## src/rtl/apb2axi_pkg.sv

```systemverilog
// APB2AXI bridge shared types and defaults.
// Imported by the APB slave controller, its interface and the wait timer.
package apb2axi_pkg;

  localparam int APB_ADDR_W           = 32;
  localparam int APB_DATA_W           = 32;
  localparam int APB2AXI_TIMEOUT_DFLT = 256;

  typedef enum logic [1:0] {
    IDLE,
    REQ,
    WAIT_RSP,
    DONE
  } apb_ctrl_state_e;

endpackage

```

## src/rtl/apb2axi_apb_slave_ctrl_if.sv

```systemverilog
// APB port plus request/response channels of the APB slave controller.
// slave: controller side; master: APB master and AXI engine side.
interface apb2axi_apb_slave_ctrl_if
  import apb2axi_pkg::*;
#(
  parameter int ADDR_WIDTH = APB_ADDR_W,
  parameter int DATA_WIDTH = APB_DATA_W
) ();

  logic [ADDR_WIDTH-1:0] PADDR;
  logic                  PSEL;
  logic                  PENABLE;
  logic                  PWRITE;
  logic [DATA_WIDTH-1:0] PWDATA;
  logic [DATA_WIDTH-1:0] PRDATA;
  logic                  PREADY;
  logic                  PSLVERR;

  logic                  req_valid;
  logic                  req_ready;
  logic                  req_write;
  logic [ADDR_WIDTH-1:0] req_addr;
  logic [DATA_WIDTH-1:0] req_wdata;

  logic                  rsp_valid;
  logic                  rsp_ready;
  logic [DATA_WIDTH-1:0] rsp_rdata;
  logic                  rsp_err;

  modport slave (
    input  PADDR, PSEL, PENABLE, PWRITE, PWDATA,
    output PRDATA, PREADY, PSLVERR,
    output req_valid, req_write, req_addr, req_wdata,
    input  req_ready,
    input  rsp_valid, rsp_rdata, rsp_err,
    output rsp_ready
  );

  modport master (
    output PADDR, PSEL, PENABLE, PWRITE, PWDATA,
    input  PRDATA, PREADY, PSLVERR,
    input  req_valid, req_write, req_addr, req_wdata,
    output req_ready,
    output rsp_valid, rsp_rdata, rsp_err,
    input  rsp_ready
  );

endinterface

```

## src/rtl/apb2axi_wait_timer.sv

```systemverilog
// Wait-state counter for the APB slave controller.
// o_expired flags the last allowed cycle (count == TIMEOUT_CYCLES-1).
module apb2axi_wait_timer
  import apb2axi_pkg::*;
#(
  parameter int TIMEOUT_CYCLES = APB2AXI_TIMEOUT_DFLT
) (
  input  logic PCLK,
  input  logic PRESETn,
  input  logic i_clr,
  input  logic i_run,
  output logic o_expired
);

  localparam int CW = (TIMEOUT_CYCLES > 2) ? $clog2(TIMEOUT_CYCLES) : 1;
  localparam logic [CW-1:0] LAST = CW'(TIMEOUT_CYCLES - 1);

  logic [CW-1:0] r_cnt;

  always_ff @(posedge PCLK or negedge PRESETn) begin
    if (!PRESETn) begin
      r_cnt <= '0;
    end else if (i_clr) begin
      r_cnt <= '0;
    end else if (i_run && (r_cnt != LAST)) begin
      r_cnt <= r_cnt + 1'b1;
    end
  end

  assign o_expired = i_run && (r_cnt == LAST);

endmodule

```

## src/rtl/apb2axi_apb_slave_ctrl.sv

```systemverilog
// APB slave controller: one APB transfer -> one request/response pair.
// Define APB2AXI_TIMEOUT_EN to bound wait states and drain late responses.
module apb2axi_apb_slave_ctrl
  import apb2axi_pkg::*;
#(
  parameter int ADDR_WIDTH     = APB_ADDR_W,
  parameter int DATA_WIDTH     = APB_DATA_W,
  parameter int TIMEOUT_CYCLES = APB2AXI_TIMEOUT_DFLT
) (
  input logic                     PCLK,
  input logic                     PRESETn,
  apb2axi_apb_slave_ctrl_if.slave bus
);

  if (TIMEOUT_CYCLES < 2) begin : g_bad_timeout
    $error("TIMEOUT_CYCLES must be >= 2");
  end

  apb_ctrl_state_e r_state;
  apb_ctrl_state_e w_nstate;

  logic [ADDR_WIDTH-1:0] r_addr;
  logic [DATA_WIDTH-1:0] r_wdata;
  logic                  r_write;
  logic [DATA_WIDTH-1:0] r_rdata;
  logic                  r_err;

  logic w_setup;
  logic w_req_hs;
  logic w_rsp_hs;
  logic w_expired;
  logic w_drain;
  logic w_to_err;

  assign w_setup  = bus.PSEL && !bus.PENABLE;
  assign w_req_hs = (r_state == REQ) && bus.req_ready;

`ifdef APB2AXI_TIMEOUT_EN
  logic r_drain;

  apb2axi_wait_timer #(
    .TIMEOUT_CYCLES(TIMEOUT_CYCLES)
  ) u_timer (
    .PCLK     (PCLK),
    .PRESETn  (PRESETn),
    .i_clr    ((r_state == IDLE) && w_setup),
    .i_run    ((r_state == REQ) || (r_state == WAIT_RSP)),
    .o_expired(w_expired)
  );

  // A response still owed to a timed-out transfer is swallowed first
  always_ff @(posedge PCLK or negedge PRESETn) begin
    if (!PRESETn) begin
      r_drain <= 1'b0;
    end else if (w_to_err && (r_state == WAIT_RSP)) begin
      r_drain <= 1'b1;
    end else if (r_drain && bus.rsp_valid) begin
      r_drain <= 1'b0;
    end
  end

  assign w_drain = r_drain;
`else
  assign w_expired = 1'b0;
  assign w_drain   = 1'b0;
`endif

  assign w_rsp_hs = (r_state == WAIT_RSP) && bus.rsp_valid && !w_drain;

  always_ff @(posedge PCLK or negedge PRESETn) begin
    if (!PRESETn) begin
      r_state <= IDLE;
    end else begin
      r_state <= w_nstate;
    end
  end

  always_comb begin
    w_nstate = r_state;
    w_to_err = 1'b0;
    unique case (r_state)
      IDLE: begin
        if (w_setup) w_nstate = REQ;
      end
      REQ: begin
        if (w_req_hs) begin
          w_nstate = WAIT_RSP;
        end else if (w_expired) begin
          w_nstate = DONE;
          w_to_err = 1'b1;
        end
      end
      WAIT_RSP: begin
        if (w_rsp_hs) begin
          w_nstate = DONE;
        end else if (w_expired) begin
          w_nstate = DONE;
          w_to_err = 1'b1;
        end
      end
      DONE: begin
        w_nstate = IDLE;
      end
      default: begin
        w_nstate = IDLE;
      end
    endcase
  end

  always_ff @(posedge PCLK or negedge PRESETn) begin
    if (!PRESETn) begin
      r_addr  <= '0;
      r_wdata <= '0;
      r_write <= 1'b0;
      r_rdata <= '0;
      r_err   <= 1'b0;
    end else begin
      if ((r_state == IDLE) && w_setup) begin
        r_addr  <= bus.PADDR;
        r_wdata <= bus.PWDATA;
        r_write <= bus.PWRITE;
      end
      if (w_rsp_hs) begin
        r_err   <= bus.rsp_err;
        r_rdata <= r_write ? '0 : bus.rsp_rdata;
      end else if (w_to_err) begin
        r_err   <= 1'b1;
        r_rdata <= '0;
      end
    end
  end

  assign bus.PREADY    = (r_state == DONE);
  assign bus.PRDATA    = (r_state == DONE) ? r_rdata : '0;
  assign bus.PSLVERR   = (r_state == DONE) && r_err;
  assign bus.req_valid = (r_state == REQ);
  assign bus.req_write = r_write;
  assign bus.req_addr  = r_addr;
  assign bus.req_wdata = r_wdata;
  assign bus.rsp_ready = (r_state == WAIT_RSP) || w_drain;

endmodule

```

## src/flat_wrapper.sv

```systemverilog
// flat-port wrapper written by rule: the top's interface ports become plain ports
module apb2axi_apb_slave_ctrl_flat import apb2axi_pkg::*;
#(
  parameter int ADDR_WIDTH     = APB_ADDR_W,
  parameter int DATA_WIDTH     = APB_DATA_W,
  parameter int TIMEOUT_CYCLES = APB2AXI_TIMEOUT_DFLT
)
  (PCLK, PRESETn, bus_PADDR, bus_PSEL, bus_PENABLE, bus_PWRITE, bus_PWDATA, bus_PRDATA, bus_PREADY, bus_PSLVERR, bus_req_valid, bus_req_write, bus_req_addr, bus_req_wdata, bus_req_ready, bus_rsp_valid, bus_rsp_rdata, bus_rsp_err, bus_rsp_ready);
  apb2axi_apb_slave_ctrl_if #(.ADDR_WIDTH(ADDR_WIDTH), .DATA_WIDTH(DATA_WIDTH)) bus_i ();
  input logic PCLK;
  input logic PRESETn;
  input wire logic [$bits(bus_i.PADDR)-1:0] bus_PADDR;
  input wire logic [$bits(bus_i.PSEL)-1:0] bus_PSEL;
  input wire logic [$bits(bus_i.PENABLE)-1:0] bus_PENABLE;
  input wire logic [$bits(bus_i.PWRITE)-1:0] bus_PWRITE;
  input wire logic [$bits(bus_i.PWDATA)-1:0] bus_PWDATA;
  output wire logic [$bits(bus_i.PRDATA)-1:0] bus_PRDATA;
  output wire logic [$bits(bus_i.PREADY)-1:0] bus_PREADY;
  output wire logic [$bits(bus_i.PSLVERR)-1:0] bus_PSLVERR;
  output wire logic [$bits(bus_i.req_valid)-1:0] bus_req_valid;
  output wire logic [$bits(bus_i.req_write)-1:0] bus_req_write;
  output wire logic [$bits(bus_i.req_addr)-1:0] bus_req_addr;
  output wire logic [$bits(bus_i.req_wdata)-1:0] bus_req_wdata;
  input wire logic [$bits(bus_i.req_ready)-1:0] bus_req_ready;
  input wire logic [$bits(bus_i.rsp_valid)-1:0] bus_rsp_valid;
  input wire logic [$bits(bus_i.rsp_rdata)-1:0] bus_rsp_rdata;
  input wire logic [$bits(bus_i.rsp_err)-1:0] bus_rsp_err;
  output wire logic [$bits(bus_i.rsp_ready)-1:0] bus_rsp_ready;
  assign bus_i.PADDR = bus_PADDR;
  assign bus_i.PSEL = bus_PSEL;
  assign bus_i.PENABLE = bus_PENABLE;
  assign bus_i.PWRITE = bus_PWRITE;
  assign bus_i.PWDATA = bus_PWDATA;
  assign bus_PRDATA = bus_i.PRDATA;
  assign bus_PREADY = bus_i.PREADY;
  assign bus_PSLVERR = bus_i.PSLVERR;
  assign bus_req_valid = bus_i.req_valid;
  assign bus_req_write = bus_i.req_write;
  assign bus_req_addr = bus_i.req_addr;
  assign bus_req_wdata = bus_i.req_wdata;
  assign bus_i.req_ready = bus_req_ready;
  assign bus_i.rsp_valid = bus_rsp_valid;
  assign bus_i.rsp_rdata = bus_rsp_rdata;
  assign bus_i.rsp_err = bus_rsp_err;
  assign bus_rsp_ready = bus_i.rsp_ready;
  apb2axi_apb_slave_ctrl #(.ADDR_WIDTH(ADDR_WIDTH), .DATA_WIDTH(DATA_WIDTH), .TIMEOUT_CYCLES(TIMEOUT_CYCLES)) u_core (.PCLK(PCLK), .PRESETn(PRESETn), .bus(bus_i));
endmodule
```

## config.mk

```make
export PLATFORM = sky130hd
export DESIGN_NAME = apb2axi_apb_slave_ctrl_flat
export DESIGN_NICKNAME = d
export VERILOG_FILES = /design/src/rtl/apb2axi_pkg.sv /design/src/rtl/apb2axi_apb_slave_ctrl_if.sv /design/src/rtl/apb2axi_wait_timer.sv /design/src/rtl/apb2axi_apb_slave_ctrl.sv /design/src/flat_wrapper.sv
export SDC_FILE = /design/constraint.sdc
export NUM_CORES = 1
export LEC_CHECK = 0
export ABC_AREA = 0
export CELL_PAD_IN_SITES_DETAIL_PLACEMENT = 0
export CELL_PAD_IN_SITES_GLOBAL_PLACEMENT = 1
export CORE_AREA = 2 2 126 128
export DETAILED_ROUTE_END_ITERATION = 12
export DIE_AREA = 0 0 128 130
export GPL_TIMING_DRIVEN = 0
export PLACE_DENSITY = 0.74
export SYNTH_ARGS = -nofsm -noshare
export SYNTH_HDL_FRONTEND = slang
export SYNTH_HIERARCHICAL = 1
export SYNTH_SLANG_ARGS = --single-unit
```

## constraint.sdc

```tcl
create_clock -name PCLK -period 1.4 [get_ports PCLK]
set_input_delay 0.21 -clock PCLK [delete_from_list [all_inputs] [get_ports PCLK]]
set_output_delay 0.21 -clock PCLK [all_outputs]
set_load 0.03 [all_outputs]
```

---- After elaboration in Yosys (flattened, before gate mapping) ----
Index checks and enable logic that the tools add are counted.
cells by class
  multiplexer cells ....................... 8
  eq/ne operators ......................... 6
  reductions and logical operators ........ 8
operators with widths
  operator            count
  $mux 32             3
  $pmux 2 s4          1
  $mux 2              3
  $ne 2x1->1 const B  3
  $logic_and 1x1->1   5
  $eq 2x2->1 const B  2
  $reduce_and 3->1    1
  $eq 2x1->1 const B  1
  $logic_not 2->1     1
  $logic_not 1->1     1
  $mux 1              1
storage, ports and cells
  logic and storage cells ................. 28
  output and inout bits ................... 101
  input bits .............................. 104
  register bits after elaboration ......... 100

---- Depth between registers and ports, before layout ----
  depth in word-level cells ............... 4
  mapped depth ............................ 7
  mapped depth without buffers ............ 5

---- Least setup slack after synthesis ----
No wires, ideal clock.
  path kind ............................... reg-to-reg
  from .................................... register u_core.r_state[0]
  to ...................................... register u_core.r_state[1]
  clock period less this slack ............ 1714 ps
  arrival time ............................ 1587 ps
  path buffers ............................ 0
  slack ................................... -314 ps
  required time ........................... 1273 ps
  setup time .............................. 127 ps
  stages on the path, launching flop included .. 5
  cells stage by stage .................... dfrtp_1 > inv_1 > ha_1 > a222oi_1 > mux2_1
between the ends
  longest elaborated chain between the ends .. 4
  elaborated cells between the ends (all ways) .. 11
  those cells by class .................... eq/ne: 6; mux: 1; reduce/logical: 4
RTL lines
  item                               RTL line                      source
  start: declaration                 apb2axi_apb_slave_ctrl.sv:19  apb_ctrl_state_e r_state;
  start signal: assignment           apb2axi_apb_slave_ctrl.sv:74  r_state <= w_nstate;
  $eq 2x2->1 (*)                     -
  named net bus_rsp_ready            flat_wrapper.sv:28            output wire logic [$bits(bus_i.rsp_ready)-1:0] bus_rsp_ready;
  $logic_and 1x1->1                  apb2axi_apb_slave_ctrl.sv:68  assign w_rsp_hs = (r_state == WAIT_RSP) && bus.rsp_valid && !w_drain;
  $ne 2x1->1 (no source line)        -
  $reduce_and 3->1 (no source line)  -
Mark *: on every way through the listed nets, which the timed path passes. The rest lies on a longest branch.
A chain may end at the register's enable or synchronous reset.

---- Worst setup path in the final report ----
  from .................................... register u_core.r_state[0]
  to ...................................... register u_core.r_state[1]
between the ends
  longest elaborated chain between the ends .. 4
  elaborated cells between the ends (all ways) .. 11
  those cells by class .................... eq/ne: 6; mux: 1; reduce/logical: 4
RTL lines
  item                                             RTL line
  $eq 2x2->1 / $eq 2x1->1 (equally long branches)  apb2axi_apb_slave_ctrl.sv:68, apb2axi_apb_slave_ctrl.sv:81, apb2axi_apb_slave_ctrl.sv:36
  $logic_and 1x1->1, on equally long branches      apb2axi_apb_slave_ctrl.sv:68, apb2axi_apb_slave_ctrl.sv:36
  $ne 2x1->1 (no source line)                      -
  $reduce_and 3->1 (no source line)                -
Several ways; a longest one is shown, not always the timed one.

==> reports/results.txt <==
Bufs and invs on worst path: 3
Layout cell share with drive strength beyond 1: 45.3%
Max incr delay on CP: 0.42 ns
Shortest period the worst path allows: 1.68 ns
1st-pass router iterations: 4
Average detailed-routed wire length per instance: 16.8 um
Internal Power: 10.7 mW
Synth unique cells: 18
Cells after Synth: 331
Final-report hold violation count: 0
Count of filler cells inserted in the layout: 1,375
Dominant combinational cell family by area after synthesis: multiplexers
Syn nets: 440
Total of warnings raised by yosys: 6
Slew at the pin closest to its max-slew limit: 0.685 ns
Kind of critical path: flop to flop
CP max stage cell: sky130_fd_sc_hd__dfrtp_2
Unrepaired setup endpoints after global routing: true
TritonCTS clock tree: done
Top Layer Used: met4
Detailed-routed wire length on met3: 664 um
Switching share of power: 40.1%
Share of synthesized area occupied by flip-flops and latches: 59.8%
# IOs: 205
Leakage: 3.76 nW
Hold Startpoint: bus_rsp_rdata[12]
Number of violations reported at the end of detailed-routing iteration 0: 85
Antenna viol nets, final: 0
Max frequency: 596 MHz
Worst-skew pair later-pin latency: 0.35 ns
Layout-stage area growth over the synthesis result: 89.9%
Overall track demand over capacity in global routing: 15.1%
Total power per unit cell area: 2240 mW/mm^2
Clock network fraction of total power: 13.2%
Area of the die: 0.0166 mm^2
Clock buffers created by TritonCTS: 9
Clk pin slew, worst setup/hold paths: 0.07 ns
Skew final: 0.00451 ns
Endpoint of the lowest-slack register-to-register path: u_core/r_state[1]
Largest net degree at the start of global routing: 53
Global-route wire length before repair: 19,100 um
CTS H-tree depth: 3
Min-Delay Endpoint: u_core/r_rdata[12]
DR vias: 3,430
Worst path required time: 1.63 ns
Placer congestion estimate: 0.771
Y dimension of the die: 130 um
Outcome: complete, but fails checks
Flip-flop and latch count after synthesis: 100
Number of remaining DRC errors: 0
Vias in the first global route: 3,615
Final worst hold slack: 0.413 ns
Clock buffer depth: 2
Fraction of power consumed by combinational cells: 57.3%
Switching power total: 7.14 mW
Via-per-instance ratio: 4.36
Overall power after layout: 17.8 mW
Compound-Gate Fraction of Synth Area: 4.07%
XOR/XNOR share of the synthesized area: 0%
Synthesized cell area: 0.00418 mm^2
Grt ovf: 0
Worst-case register-to-register setup slack: -0.28 ns
Max Slew Vio Count: 0
CP endpoint kind: flop
Launch instance of the worst register-to-register path: u_core/r_state[0]
Clk Tree Root Cell: sky130_fd_sc_hd__clkbuf_16
Routed length on met1: 5290 um
Signal arrival time at the worst endpoint: 1.91 ns
Placed wire-length estimate after detailed placement: 8680 um
Initial antenna violation count: 0
Top delay family on crit path: flip-flops
Number of clock sinks: 100
Highest ir drop seen on vdd: 0.000977 V
Number of placement rows: 46
Synth Area in Simple Gates: 13.1%
Adder-cell area share of the yosys netlist: 1.50%
Final WS setup: -0.278 ns
Element type at the critical path start: flop
Worst min-delay path class: primary input to flop
R2R depth: 6
Number of cells traversed by the worst hold path: 3
Nets@finish: 698
Max-capacitance violation count: 0
Die X-Extent: 128 um
Max-Slew Margin vs Limit: 54.3%
Final routed wirelength across all metal layers: 13,200 um
Avg Cell Area, Syn: 12.6 um^2
Buffers on Ports: 204
Multiplexer share of the synthesized area: 18.3%
Critical path cell sequence: inv_4 > buf_12 > ha_4 > a222oi_1 > buf_4 > mux2_4
Area of the core region: 0.0154 mm^2
Portion of the clock cycle consumed by the worst path in the final layout: 120%
Register share of total power: 29.5%
Amount of wire on met2 after detailed routing: 6960 um
Violated checks: setup timing
Initial Utilization: 27.1%
Antenna diode count: 0
Worst-path maximum fanout: 4
Setup violators final: 136
==> worst reg2reg max path: stages (launching register included) <==
cell and delay (ns):
sky130_fd_sc_hd__dfrtp_2 0.42, sky130_fd_sc_hd__inv_4 0.06, sky130_fd_sc_hd__buf_12 0.12, sky130_fd_sc_hd__ha_4 0.16, sky130_fd_sc_hd__a222oi_1 0.31, sky130_fd_sc_hd__buf_4 0.19
sky130_fd_sc_hd__mux2_4 0.29
==> what timing repair did <==
| item | 4_1_cts | 5_1_grt |
|---|---|---|
| endpoints found under the setup margin | 201 | 136 |
| cloned | 8 | 7 |
| hold buffers | 1 | 0 |
| gates resized for setup | 444 | 120 |
| pin swaps | 3 | 39 |
| hold endpoints to repair | 48 | 0 |
| buffers inserted | 20 | 9 |
==> registers in the layout, indices dropped and copies added, names as in the netlist <==
name                  count
u_core/r_rdata           32
u_core/bus.req_wdata     32
u_core/r_state            2
u_core/bus.req_write      1
u_core/r_err              1
u_core/bus.req_addr      32
==> synth_stat cells <==
master	count	area [um^2]
sky130_fd_sc_hd__clkbuf_1	11	41.3
sky130_fd_sc_hd__nand3b_1	1	7.51
sky130_fd_sc_hd__a222oi_1	1	10.0
sky130_fd_sc_hd__buf_4	1	7.51
sky130_fd_sc_hd__mux2i_1	1	10.0
sky130_fd_sc_hd__nand2b_1	33	206
sky130_fd_sc_hd__buf_1	1	3.75
sky130_fd_sc_hd__nor2_1	1	3.75
sky130_fd_sc_hd__buf_6	5	56.3
sky130_fd_sc_hd__inv_1	4	15.0
sky130_fd_sc_hd__and2_1	33	206
sky130_fd_sc_hd__buf_2	2	10.0
sky130_fd_sc_hd__ha_1	5	62.6
sky130_fd_sc_hd__o21ai_0	32	160
sky130_fd_sc_hd__nand2_1	33	124
sky130_fd_sc_hd__mux2_1	1	11.3
sky130_fd_sc_hd__mux2_2	66	743
sky130_fd_sc_hd__dfrtp_1	100	2500
==> per-stage QoR <==
stage | TNS [ns] | area [um^2] | setup slack, ns | instances | util, %
2_1_floorplan | -9.25 | 4200 | -0.191 | 331 | -
3_3_place_gp | -415.16 | 6480 | -3.68 | 727 | 42.0
3_5_place_dp | -50.50 | 6510 | -0.939 | 728 | 42.2
4_1_cts | -27.02 | 7450 | -0.306 | 773 | 48.3
5_1_grt | -34.08 | 7940 | -0.361 | 786 | 51.5
6_report | -27.42 | 7940 | -0.278 | 786 | 51.5
==> how the worst max path moves through the flow <==
stage	from	to	slack [ns]	cells past startpoint
floorplan	u_core/r_state[1]	bus_PRDATA[10]	-0.19	3
global placement	PRESETn	u_core/r_rdata[3]	-3.68	1
detailed placement	u_core/r_state[1]	bus_PRDATA[23]	-0.94	4
CTS	u_core/r_state[0]	u_core/bus.req_wdata[15]	-0.31	7
global route	u_core/r_state[0]	u_core/r_state[1]	-0.36	6
finish	u_core/r_state[0]	u_core/r_state[1]	-0.28	6
==> cell type report <==
type | instances | area [um^2] | area share, %
timing repair buffer | 247 | 2610 | 32.9
sequential | 100 | 2500 | 31.5
multi-input combinational | 207 | 2000 | 25.1
buffer | 20 | 292 | 3.67
tap | 192 | 240 | 3.03
clock buffer | 10 | 239 | 3.01
clock inverter | 6 | 40.0 | 0.504
inverter | 4 | 17.5 | 0.221
==> cell usage in the layout (no fill, tap or decap), drive strengths merged <==
cell and count:
clkdlybuf4s15 1, clkdlybuf4s50 102, mux2 67, dlygate4sd3 1, inv 4, o21ai 32
clkbuf 25, nand2 33, and2 33, a222oi 1, dfrtp 100, clkinvlp 1
ha 5, nand2b 33, buf 84, nand3b 1, clkinv 5, dlygate4sd2 64
mux2i 1, nor2 1
==> cells by family after synthesis <==
group / count (synthesis)
and+or+nand+nor: 101
DFF: 100
muxes: 68
AOI/OAI and AO/OA: 33
buffers and inverters: 24
adders and majority gates: 5
==> metal layers <==
metal	up-vias	GRT usage [%]
met1	1689	17.9
met5	-	0
met3	17	3.94
met2	112	26.2
met4	0	6.21
li1	1612	-
==> power groups by stage <==
stage,sequential (mW),clock [mW],combinational [mW]
after global placement,5.04,0,8.15
after floorplan,6.93,0,2.86
final,5.25,2.35,10.2
after global routing,5.43,2.57,10.8
after detailed placement,5.13,0,8.27
after CTS,5.11,2.47,9.21
(Power assumes the default switching activity.)
